[config.mk]
export PLATFORM = sky130hd
export DESIGN_NAME = divider_16bit_seq_flat
export DESIGN_NICKNAME = d
export VERILOG_FILES = /design/src/rtl/divider_16bit_seq_if.sv /design/src/rtl/divider_16bit_seq.sv /design/src/flat_wrapper.sv
export SDC_FILE = /design/constraint.sdc
export NUM_CORES = 1
export LEC_CHECK = 0
export CAP_MARGIN = 20
export CORE_UTILIZATION = 37
export CTS_BUF_LIST = sky130_fd_sc_hd__clkbuf_4 sky130_fd_sc_hd__clkbuf_8
export DETAILED_ROUTE_END_ITERATION = 6
export MAX_ROUTING_LAYER = met4
export SLEW_MARGIN = 25
export SYNTH_ARGS = -nofsm -noshare
export SYNTH_HDL_FRONTEND = slang
export SYNTH_SLANG_ARGS = --single-unit
[constraint.sdc]
create_clock -name clk -period 2.5 [get_ports clk]
set_clock_uncertainty 0.15 [all_clocks]
set_input_delay 0.5 -clock clk [delete_from_list [all_inputs] [get_ports clk]]
set_output_delay 0.5 -clock clk [all_outputs]
set_load 0.02 [all_outputs]
[src/rtl/divider_16bit_seq_if.sv]
// Handshake bundle for the sequential divider: operand request channel and result channel.
interface divider_16bit_seq_if #(
    parameter int WIDTH = 16
);
    logic             in_valid;
    logic             in_ready;
    logic [WIDTH-1:0] dividend;
    logic [WIDTH-1:0] divisor;
    logic             out_valid;
    logic             out_ready;
    logic [WIDTH-1:0] quotient;
    logic [WIDTH-1:0] remainder;
    logic             div_by_zero;

    modport master (
        output in_valid, dividend, divisor, out_ready,
        input  in_ready, out_valid, quotient, remainder, div_by_zero
    );

    modport slave (
        input  in_valid, dividend, divisor, out_ready,
        output in_ready, out_valid, quotient, remainder, div_by_zero
    );
endinterface

[src/rtl/divider_16bit_seq.sv]
// Unsigned restoring divider, one quotient bit per cycle, MSB first.
// Divide-by-zero short-circuits to DONE with quotient all-ones and remainder = dividend.
module divider_16bit_seq #(
    parameter int WIDTH = 16
) (
    input  logic               clk,
    input  logic               rst_n,
    divider_16bit_seq_if.slave bus
);
    localparam int CNT_W = $clog2(WIDTH);

    typedef enum logic [1:0] {
        IDLE = 2'd0,
        CALC = 2'd1,
        DONE = 2'd2
    } state_t;

    state_t           r_state;
    state_t           w_next;
    logic [WIDTH-1:0] r_quot;
    logic [WIDTH-1:0] r_rem;
    logic [WIDTH-1:0] r_divisor;
    logic [CNT_W-1:0] r_cnt;
    logic             r_dbz;

    logic             w_accept;
    logic             w_last;
    logic             w_dvs_zero;
    logic [WIDTH:0]   w_shift;
    logic [WIDTH:0]   w_diff;
    logic             w_qbit;

    assign w_accept   = bus.in_valid && (r_state == IDLE);
    assign w_last     = (r_cnt == CNT_W'(WIDTH - 1));
    assign w_dvs_zero = (bus.divisor == '0);

    // r_quot starts out holding the dividend; its MSB feeds the partial remainder
    // while quotient bits shift in at the LSB end.
    assign w_shift = {r_rem, r_quot[WIDTH-1]};
    assign w_diff  = w_shift - {1'b0, r_divisor};
    assign w_qbit  = ~w_diff[WIDTH];

    always_comb begin
        w_next = r_state;
        case (r_state)
            IDLE:    if (w_accept) w_next = w_dvs_zero ? DONE : CALC;
            CALC:    if (w_last) w_next = DONE;
            DONE:    if (bus.out_ready) w_next = IDLE;
            default: w_next = IDLE;
        endcase
    end

    always_ff @(posedge clk or negedge rst_n) begin
        if (!rst_n) begin
            r_state <= IDLE;
        end else begin
            r_state <= w_next;
        end
    end

    always_ff @(posedge clk or negedge rst_n) begin
        if (!rst_n) begin
            r_quot    <= '0;
            r_rem     <= '0;
            r_divisor <= '0;
            r_cnt     <= '0;
            r_dbz     <= 1'b0;
        end else begin
            case (r_state)
                IDLE: begin
                    if (w_accept) begin
                        r_divisor <= bus.divisor;
                        r_cnt     <= '0;
                        if (w_dvs_zero) begin
                            r_quot <= '1;
                            r_rem  <= bus.dividend;
                            r_dbz  <= 1'b1;
                        end else begin
                            r_quot <= bus.dividend;
                            r_rem  <= '0;
                            r_dbz  <= 1'b0;
                        end
                    end
                end
                CALC: begin
                    r_rem  <= w_qbit ? w_diff[WIDTH-1:0] : w_shift[WIDTH-1:0];
                    r_quot <= {r_quot[WIDTH-2:0], w_qbit};
                    r_cnt  <= r_cnt + CNT_W'(1);
                end
                default: ;
            endcase
        end
    end

    assign bus.in_ready    = (r_state == IDLE);
    assign bus.out_valid   = (r_state == DONE);
    assign bus.quotient    = r_quot;
    assign bus.remainder   = r_rem;
    assign bus.div_by_zero = r_dbz;
endmodule

[src/flat_wrapper.sv]
// flat-port wrapper written by rule: the top's interface ports become plain ports
module divider_16bit_seq_flat 
#(
    parameter int WIDTH = 16
)
  (clk, rst_n, bus_in_valid, bus_dividend, bus_divisor, bus_out_ready, bus_in_ready, bus_out_valid, bus_quotient, bus_remainder, bus_div_by_zero);
  divider_16bit_seq_if #(.WIDTH(WIDTH)) bus_i ();
  input  logic clk;
  input  logic rst_n;
  input wire logic [$bits(bus_i.in_valid)-1:0] bus_in_valid;
  input wire logic [$bits(bus_i.dividend)-1:0] bus_dividend;
  input wire logic [$bits(bus_i.divisor)-1:0] bus_divisor;
  input wire logic [$bits(bus_i.out_ready)-1:0] bus_out_ready;
  output wire logic [$bits(bus_i.in_ready)-1:0] bus_in_ready;
  output wire logic [$bits(bus_i.out_valid)-1:0] bus_out_valid;
  output wire logic [$bits(bus_i.quotient)-1:0] bus_quotient;
  output wire logic [$bits(bus_i.remainder)-1:0] bus_remainder;
  output wire logic [$bits(bus_i.div_by_zero)-1:0] bus_div_by_zero;
  assign bus_i.in_valid = bus_in_valid;
  assign bus_i.dividend = bus_dividend;
  assign bus_i.divisor = bus_divisor;
  assign bus_i.out_ready = bus_out_ready;
  assign bus_in_ready = bus_i.in_ready;
  assign bus_out_valid = bus_i.out_valid;
  assign bus_quotient = bus_i.quotient;
  assign bus_remainder = bus_i.remainder;
  assign bus_div_by_zero = bus_i.div_by_zero;
  divider_16bit_seq #(.WIDTH(WIDTH)) u_core (.clk(clk), .rst_n(rst_n), .bus(bus_i));
endmodule
==> insert_results.sql, run 1 <==
INSERT INTO impl_metrics (metric_group, metric, value, unit) VALUES
('drt', 'post_drt_wl_per_cell', '16.5', 'microns'),
('timing', 'timing_worst_slew_pin_value', '0.565', 'ns'),
('yosys', 'synth.yosys.warnings', '0', ''),
('grt', 'met3_usage', '2.74', '%'),
('yosys', 'synthFlopType', 'sky130_fd_sc_hd__dfrtp_1', ''),
('hold_path', 'type_of_the_tightest_min_delay_check', 'flop to flop', ''),
('flow_run', 'timing.max_cap.violations', '0', ''),
('worst_setup_path', 'cp.depth', '11', ''),
('yosys', 'mapped_area', '0.00351', 'sq mm'),
('drt', 'vias', '3238', ''),
('clock_network', 'cts-root-to-sink-buffers', '2', ''),
('placement', 'placer_s_final_routability_congestion_estimate', '0.880', ''),
('placement', 'numPortBuffers', '70', ''),
('pwr', 'powerDensity', '1470', 'mW/mm^2'),
('worst_setup_path', 'path_class', 'flop to flop', ''),
('yosys', 'synthesized_instance_count', '397', ''),
('finish', 'finish.instance_area', '0.00479', 'sq mm'),
('pwr', 'static-leakage-power', '0.00212', 'uW'),
('placement', 'hpwl', '7700', 'microns'),
('grt', 'grt_max_degree', '44', ''),
('pwr', 'vdd.ir_drop.worst', '599', 'uV'),
('clock_network', 'htreeDepth', '2', ''),
('run_status', 'outcome', 'finished, final reports clean', ''),
('worst_setup_path', 'timing.critical_path.from_type', 'flop', ''),
('timing', 'rsz0062_at_grt', 'yes', ''),
('floorplanning', 'die_height', '99.4', 'microns'),
('hold_path', 'min_path_cells', '1', ''),
('clock_network', 'clock_tree_from_tritoncts', 'yes', ''),
('floorplanning', 'die_x', '99.4', 'microns'),
('yosys', 'ys_types', '53', ''),
('timing', 'slew_viol_final', '0', ''),
('worst_setup_path', 'critPathMostFrequentCell', 'sky130_fd_sc_hd__buf_12', ''),
('finish', 'layout-drive-gt1-share', '15.5', '%'),
('grt', 'antenna_found_initial', '0', ''),
('grt', 'first_pass_grt_wire_length', '16500', 'microns'),
('yosys', 'synth-edff-count', '0', ''),
('placement', 'post_dp_cell_area', '0.00457', 'sq mm'),
('clock_network', 'clk_latency', '0.33', 'ns'),
('worst_setup_path', 'path_delay_family', 'adder cells', ''),
('timing', 'timing.slew.headroom', '62.4', '%'),
('worst_setup_path', 'critical_path.cell_chain', 'ha_4 > fa_2 > nand2b_4 > a21oi_4 > o21ai_2 > o211ai_2 > xor2_4 > buf_12 > buf_12 > mux2i_1 > o21ai_1', ''),
('worst_setup_path', 'cp-end-kind', 'flop', ''),
('worst_setup_path', 'critical-path-slowest-cell', 'sky130_fd_sc_hd__dfrtp_1', ''),
('drt', 'drtPass1Iterations', '4', ''),
('drt', 'route.detailed.drc', '0', ''),
('finish', 'fillerInstances', '826', ''),
('timing', 'report.final.hold_viol_count', '0', ''),
('floorplanning', 'floorplan.core_area', '0.00920', 'sq mm'),
('timing', 'post-route-period-util', '99.4', '%'),
('finish', 'area.growth.synth_to_final', '36.6', '%'),
('yosys', 'synth-seq-cells', '55', ''),
('worst_setup_path', 'critPathBufInv', '2', ''),
('finish', 'design.final.nets', '550', ''),
('floorplanning', 'initial_core_util', '38.1', '%'),
('timing', 'setup-violations-final', '0', ''),
('drt', 'wirelength', '10100', 'microns'),
('floorplanning', 'io_pins', '71', ''),
('worst_setup_path', 'crit_required', '2.56', 'ns'),
('timing', 'finalHoldWorstSlack', '0.348', 'ns'),
('finish', 'seq_area', '0.00138', 'sq mm'),
('worst_setup_path', 'worstPathMaxFanout', '8', ''),
('drt', 'viasPerCell', '5.33', ''),
('grt', 'global_route.peak_usage_layer', 'met2', ''),
('yosys', 'synthArstFlopShare', '100', '%'),
('clock_network', 'tritoncts_num_sinks', '55', ''),
('grt', 'grt_pass1_vias', '3276', ''),
('grt', 'global_route.usage.met1', '30.8', '%'),
('grt', 'grt_overflow_total', '0', ''),
('timing', 'max_clock_freq', '402', 'MHz'),
('grt', 'gr-usage-all-layers', '21.8', '%'),
('timing', 'min_period', '2.49', 'ns');
## per-stage QoR
stage | setup TNS [ns] | total power (uW) | worst slack, ns | utilization [%] | std cells
after global routing | -0.449 | 7640 | -0.108 | 52.1 | 608
after CTS | 0 | 6900 | 0.00334 | 51.5 | 605
after global placement | 0 | 6070 | 0.0330 | 49.6 | 593
after floorplan | -0.347 | 4640 | -0.0481 | - | 397
after detailed placement | -0.00715 | 6100 | -0.00715 | 49.6 | 593
final | 0 | 7060 | 0.0145 | 52.1 | 608
## cells by family (layout without fill, tap and decap cells)
group | count (synthesis) | after routing | share of synthesized area, %
fa+ha+maj | 18 | 18 | 6.63
xor+xnor | 14 | 14 | 4.03
compound gates | 118 | 118 | 22.0
flops | 55 | 55 | 39.2
mux | 14 | 14 | 4.07
simple gates | 130 | 130 | 16.9
buf+inv | 48 | 148 | 7.06
## cell usage in the layout, fill, tap and decap left out, types with 4 or more instances in the layout
master / instances
sky130_fd_sc_hd__a21o_1: 5
sky130_fd_sc_hd__clkbuf_8: 5
sky130_fd_sc_hd__o21ai_0: 27
sky130_fd_sc_hd__xor2_1: 6
sky130_fd_sc_hd__ha_1: 15
sky130_fd_sc_hd__buf_4: 42
sky130_fd_sc_hd__buf_12: 4
sky130_fd_sc_hd__xnor2_1: 7
sky130_fd_sc_hd__o21ai_1: 11
sky130_fd_sc_hd__a22oi_1: 16
sky130_fd_sc_hd__nor4_1: 5
sky130_fd_sc_hd__a21oi_1: 16
sky130_fd_sc_hd__nand2b_1: 5
sky130_fd_sc_hd__nor2_1: 26
sky130_fd_sc_hd__nand2_1: 54
sky130_fd_sc_hd__dfrtp_1: 54
sky130_fd_sc_hd__mux2i_1: 12
sky130_fd_sc_hd__inv_1: 21
sky130_fd_sc_hd__nand3_1: 4
sky130_fd_sc_hd__nor3_1: 21
sky130_fd_sc_hd__o31ai_1: 15
sky130_fd_sc_hd__clkdlybuf4s50_1: 69
## layout make-up
| cell class | instances | share of cell area (%) |
|---|---|---|
| Multi-Input combinational cell | 294 | 40.6 |
| Sequential cell | 55 | 28.7 |
| Timing Repair Buffer | 118 | 23.5 |
| Tap cell | 111 | 2.90 |
| Inverter | 22 | 1.72 |
| Clock buffer | 5 | 1.44 |
| Clock inverter | 3 | 1.15 |
## state kept, by name, summed over array words and instances (netlist names)
name and cells:
u_core.bus.remainder 16, u_core.r_cnt 4, u_core.bus.quotient 16, u_core.r_divisor 16, u_core.r_state 2, u_core.bus.div_by_zero 1
## worst paths after layout
path	startpoint	end	slack, ns
min	u_core.bus.div_by_zero$_DFFE_PN0P_	u_core.bus.div_by_zero$_DFFE_PN0P_	0.35
min in group asynchronous	rst_n	u_core.bus.div_by_zero$_DFFE_PN0P_	0.48
max in group asynchronous	rst_n	u_core.r_divisor[14]$_DFFE_PN0P_	1.18
max reg2reg	u_core.r_divisor[0]$_DFFE_PN0P_	u_core.bus.remainder[11]$_DFFE_PN0P_	0.01
max	u_core.r_divisor[0]$_DFFE_PN0P_	u_core.bus.remainder[11]$_DFFE_PN0P_	0.01
min reg2reg	u_core.bus.div_by_zero$_DFFE_PN0P_	u_core.bus.div_by_zero$_DFFE_PN0P_	0.35
## cells in the mapped netlist (4+ instances only)
| master | number | area, sq um |
|---|---|---|
| sky130_fd_sc_hd__dfrtp_1 | 55 | 1380 |
| sky130_fd_sc_hd__nand2_1 | 54 | 203 |
| sky130_fd_sc_hd__o21ai_0 | 33 | 165 |
| sky130_fd_sc_hd__nor2_1 | 26 | 97.6 |
| sky130_fd_sc_hd__inv_1 | 22 | 82.6 |
| sky130_fd_sc_hd__nor3_1 | 21 | 105 |
| sky130_fd_sc_hd__ha_1 | 17 | 213 |
| sky130_fd_sc_hd__a21oi_1 | 16 | 80.1 |
| sky130_fd_sc_hd__a22oi_1 | 16 | 120 |
| sky130_fd_sc_hd__clkbuf_1 | 15 | 56.3 |
| sky130_fd_sc_hd__o31ai_1 | 15 | 113 |
| sky130_fd_sc_hd__mux2i_1 | 12 | 120 |
| sky130_fd_sc_hd__o21ai_1 | 8 | 40.0 |
| sky130_fd_sc_hd__xnor2_1 | 7 | 61.3 |
| sky130_fd_sc_hd__nand2b_1 | 6 | 37.5 |
| sky130_fd_sc_hd__xor2_1 | 6 | 52.6 |
| sky130_fd_sc_hd__a21o_1 | 5 | 37.5 |
| sky130_fd_sc_hd__buf_6 | 5 | 56.3 |
| sky130_fd_sc_hd__nor4_1 | 5 | 31.3 |
| sky130_fd_sc_hd__nand3_1 | 4 | 20.0 |
## where the power goes
group,switching [uW],internal [uW]
logic,2540,2320
registers,277,1270
clock network,338,309
## per-layer routing
metal	routed length (microns)	vias to the layer above	share of wire, %
met3	431	9	4.3
met5	0	-	0
met2	4370	101	44
met1	5120	1521	51
li1	-	1607	-
met4	125	0	1.2
## worst register-to-register path: stages (launching register included)
cell	delay [ns]
sky130_fd_sc_hd__dfrtp_1	0.42
sky130_fd_sc_hd__ha_4	0.18
sky130_fd_sc_hd__fa_2	0.39
sky130_fd_sc_hd__nand2b_4	0.16
sky130_fd_sc_hd__a21oi_4	0.13
sky130_fd_sc_hd__o21ai_2	0.07
sky130_fd_sc_hd__o211ai_2	0.11
sky130_fd_sc_hd__xor2_4	0.23
sky130_fd_sc_hd__buf_12	0.17
sky130_fd_sc_hd__buf_12	0.11
sky130_fd_sc_hd__mux2i_1	0.18
sky130_fd_sc_hd__o21ai_1	0.07
## what timing repair did
action,4_1_cts,5_1_grt
cloned,0,1
setup buffers,3,2
hold endpoints to repair,14,0
pin swaps,0,2
resized for setup,1,9
endpoints found under the setup margin,2,12
hold buffers,1,0
Note: power is estimated with default switching activity, not from simulation.
==> run 2, diff against run 1 <==
Settings changed: CTS_CLUSTER_DIAMETER set to 200.
==> results of run 2 <==
The final DEF is identical to that of run 1; final timing and power are the same.
==> variant, RTL diff (config.mk and constraints of run 1) <==
Make the reset (`rst_n`) synchronous in 2 clocked blocks.
--- a/src/rtl/divider_16bit_seq.sv
+++ b/src/rtl/divider_16bit_seq.sv
@@ -52,3 +52,3 @@
 
-    always_ff @(posedge clk or negedge rst_n) begin
+    always_ff @(posedge clk) begin
         if (!rst_n) begin
@@ -60,3 +60,3 @@
 
-    always_ff @(posedge clk or negedge rst_n) begin
+    always_ff @(posedge clk) begin
         if (!rst_n) begin
Formal check against the unedited RTL: differs if rst_n is asserted again (counterexample within 4 cycles, from zero or initial values and one cycle with rst_n low); with rst_n held inactive, the same outputs for 10 cycles.
==> variant against run 1 <==
- the run now ends with setup timing left
- synthesized cell count up 8.8%
- fmax is 6.5% lower
- hold slack worse by 0.028 ns
- first-iteration DRC count is 16% lower
- global-route usage is 0.37 points higher
- final area rose by 0.10%
- sequential cell count did not move
- worst setup slack worse by 0.17 ns
- routed wire length fell by 0.44%
- total power decreased by 13%
- synthesized area is 4.9% lower
- critical path depth grew 1
- combinational power is 10% lower
- die area shrank 4.8%
==> variant: results (changes against run 1) <==
Ys Warns -> 0 (unchanged)
Worst vdd ir -> 539 uV (was 599 uV)
Port bufs -> 70 (unchanged)
Post-synth cell types -> 50 (was 53)
Vias -> 3468 (was 3238)
Layout Nets -> 605 (was 550)
Slew headroom -> 56.0% (was 62.4%)
Outcome -> finished, violations left (was finished, final reports clean)
Share of cells above drive strength 1 -> 18.3% (was 15.5%)
Initial DRC count -> 134 (was 160)
CTS HTree Levels -> 2 (unchanged)
CP delay by family, top -> compound AO/OA/AOI/OAI gates (was adder cells)
GRT Util Overall -> 22.1% (was 21.8%)
Post_cts resized -> 10 (was 1)
Layout Cells excl Fill -> 659 (was 608)
Setup TNS -> -1.51 ns (was 0 ns)
Syn Nets -> 486 (was 451)
First-pass iteration count of the detailed router -> 4 (unchanged)
Async set or reset register ratio after synthesis -> 0% (was 100%)
CP arrival -> 2.72 ns (was 2.55 ns)
# diodes -> 0 (unchanged)
Commonest cells in the netlist -> nand2_1, dfxtp_1, o21ai_0 (was dfrtp_1, nand2_1, o21ai_0)
Vias in the first global route -> 3398 (was 3276)
Worst skew pair latency -> 0.32 ns
Crit path largest cell delay -> 0.36 ns (was 0.42 ns)
Min-Delay Path Class -> reg2reg (unchanged)
# setup viols final -> 15 (was 0)
Syn avg cell area -> 7.72 um^2 (was 8.84 um^2)
Setup Buffers After CTS -> 4 (was 3)
Hpwl dp -> 7.68 mm (was 7.70 mm)
Gpl congestion -> 0.840 (was 0.880)
WL final -> 10.0 mm (was 10.1 mm)
Failing checks -> setup timing
Clk buf depth -> 2 (unchanged)
Hold Path Stages -> 2 (was 1)
Top post-synthesis cells by area -> dfxtp_1, nand2_1, ha_1 (was dfrtp_1, ha_1, nand2_1)
First-pass GRT wire length -> 16.4 mm (was 16.5 mm)
Static Leak -> 1.91 nW (was 2.12 nW)
Reg2reg path depth -> 12 (was 11)
CP max stage cell -> dfxtp_4 (was dfrtp_1)
Worst-path fanout max -> 6 (was 8)
CTS buffer count -> 5 (unchanged)
Most common flop cell mapped by yosys -> dfxtp_1 (was dfrtp_1)
Clk pin slew, worst setup/hold paths -> 0.11 ns
Largest net degree at the start of global routing -> 31 (was 44)
Initial antenna violation count -> 0 (unchanged)
Fin worst setup slack -> -0.157 ns (was 0.0145 ns)
Cell-internal power -> 3.62 mW (was 3.91 mW)
DP Cell Count -> 644 (was 593)
Register area share after synthesis -> 33.0% (was 39.2%)
Root Driver -> clkbuf_8 (unchanged)
-- variant: cell types whose count changed after synthesis, sizes merged, moves of 4 or more --
cell | before | now
a22oi | 16 | 1
o31ai | 15 | 19
dfrtp | 55 | 0
a21boi | 0 | 16
dfxtp | 0 | 55
nand2 | 54 | 102
a31oi | 3 | 18
nor2b | 2 | 9
buf | 11 | 4
o21ai | 41 | 35
nor2 | 26 | 15
nor3 | 21 | 1
clkbuf | 15 | 22
-- variant: kinds of logic after synthesis --
kind of cell / synth area share [%]
simple gates: 20.7
compound gates: 26.4
flops: 33.0
buf+inv: 5.85
fa+ha+maj: 6.97
mux: 3.90
xor+xnor: 3.15
-- variant: path summary, 6_finish.rpt --
kind | startpoint | endpoint | slack [ns]
worst max-delay path | u_core.bus.quotient[15]$_SDFFE_PN0P_ | u_core.bus.remainder[10]$_SDFFE_PN0P_ | -0.16
worst min-delay path | u_core.r_divisor[9]$_SDFFE_PN0P_ | u_core.r_divisor[9]$_SDFFE_PN0P_ | 0.32
worst min register to register | u_core.r_divisor[9]$_SDFFE_PN0P_ | u_core.r_divisor[9]$_SDFFE_PN0P_ | 0.32
worst max register to register | u_core.bus.quotient[15]$_SDFFE_PN0P_ | u_core.bus.remainder[10]$_SDFFE_PN0P_ | -0.16
-- variant: layout make-up --
cell class	instances	area, um^2
sequential	55	1110
fill	838	3920
tap	108	135
inverter	20	75.1
timing repair buffer	138	1250
clock buffer	5	68.8
clock inverter	2	36.3
multi-input combinational	331	2120
-- variant: layer usage --
layer | share of wire, % | vias up | routed length (um) | global-route usage [%]
met4 | 1.0 | 0 | 104 | 5.63
li1 | - | 1756 | - | -
met2 | 50 | 51 | 5040 | 37.6
met3 | 2.3 | 10 | 235 | 2.24
met1 | 46 | 1651 | 4630 | 28.1
met5 | 0 | - | 0 | -
-- variant: power groups by stage --
stage                     Sequential (mW)  Clock, mW  Combinational (mW)
after detailed placement             1.16          0                3.68
after global routing                 1.17      0.647                4.70
after floorplan                      1.30          0                2.38
after CTS                            1.15      0.619                4.43
final                                1.15      0.609                4.36
after global placement               1.16          0                3.61
-- variant: metrics by stage --
stage	cell area (um^2)	total power [mW]	worst slack [ns]	utilization (%)	hold WS (ns)
2_1_floorplan	3370	3.68	-0.159	-	0.293
3_3_place_gp	4550	4.78	-0.162	52.2	0.305
4_1_cts	4780	6.20	-0.141	54.8	0.323
3_5_place_dp	4550	4.84	-0.214	52.2	0.308
5_1_grt	4800	6.52	-0.256	55.0	0.345
6_report	4800	6.12	-0.157	55.0	0.320
-- variant: worst min-delay path, stage by stage (launching register included) --
cell and delay, ns:
dfxtp_2 0.33, nand2_1 0.04, a21boi_0 0.06
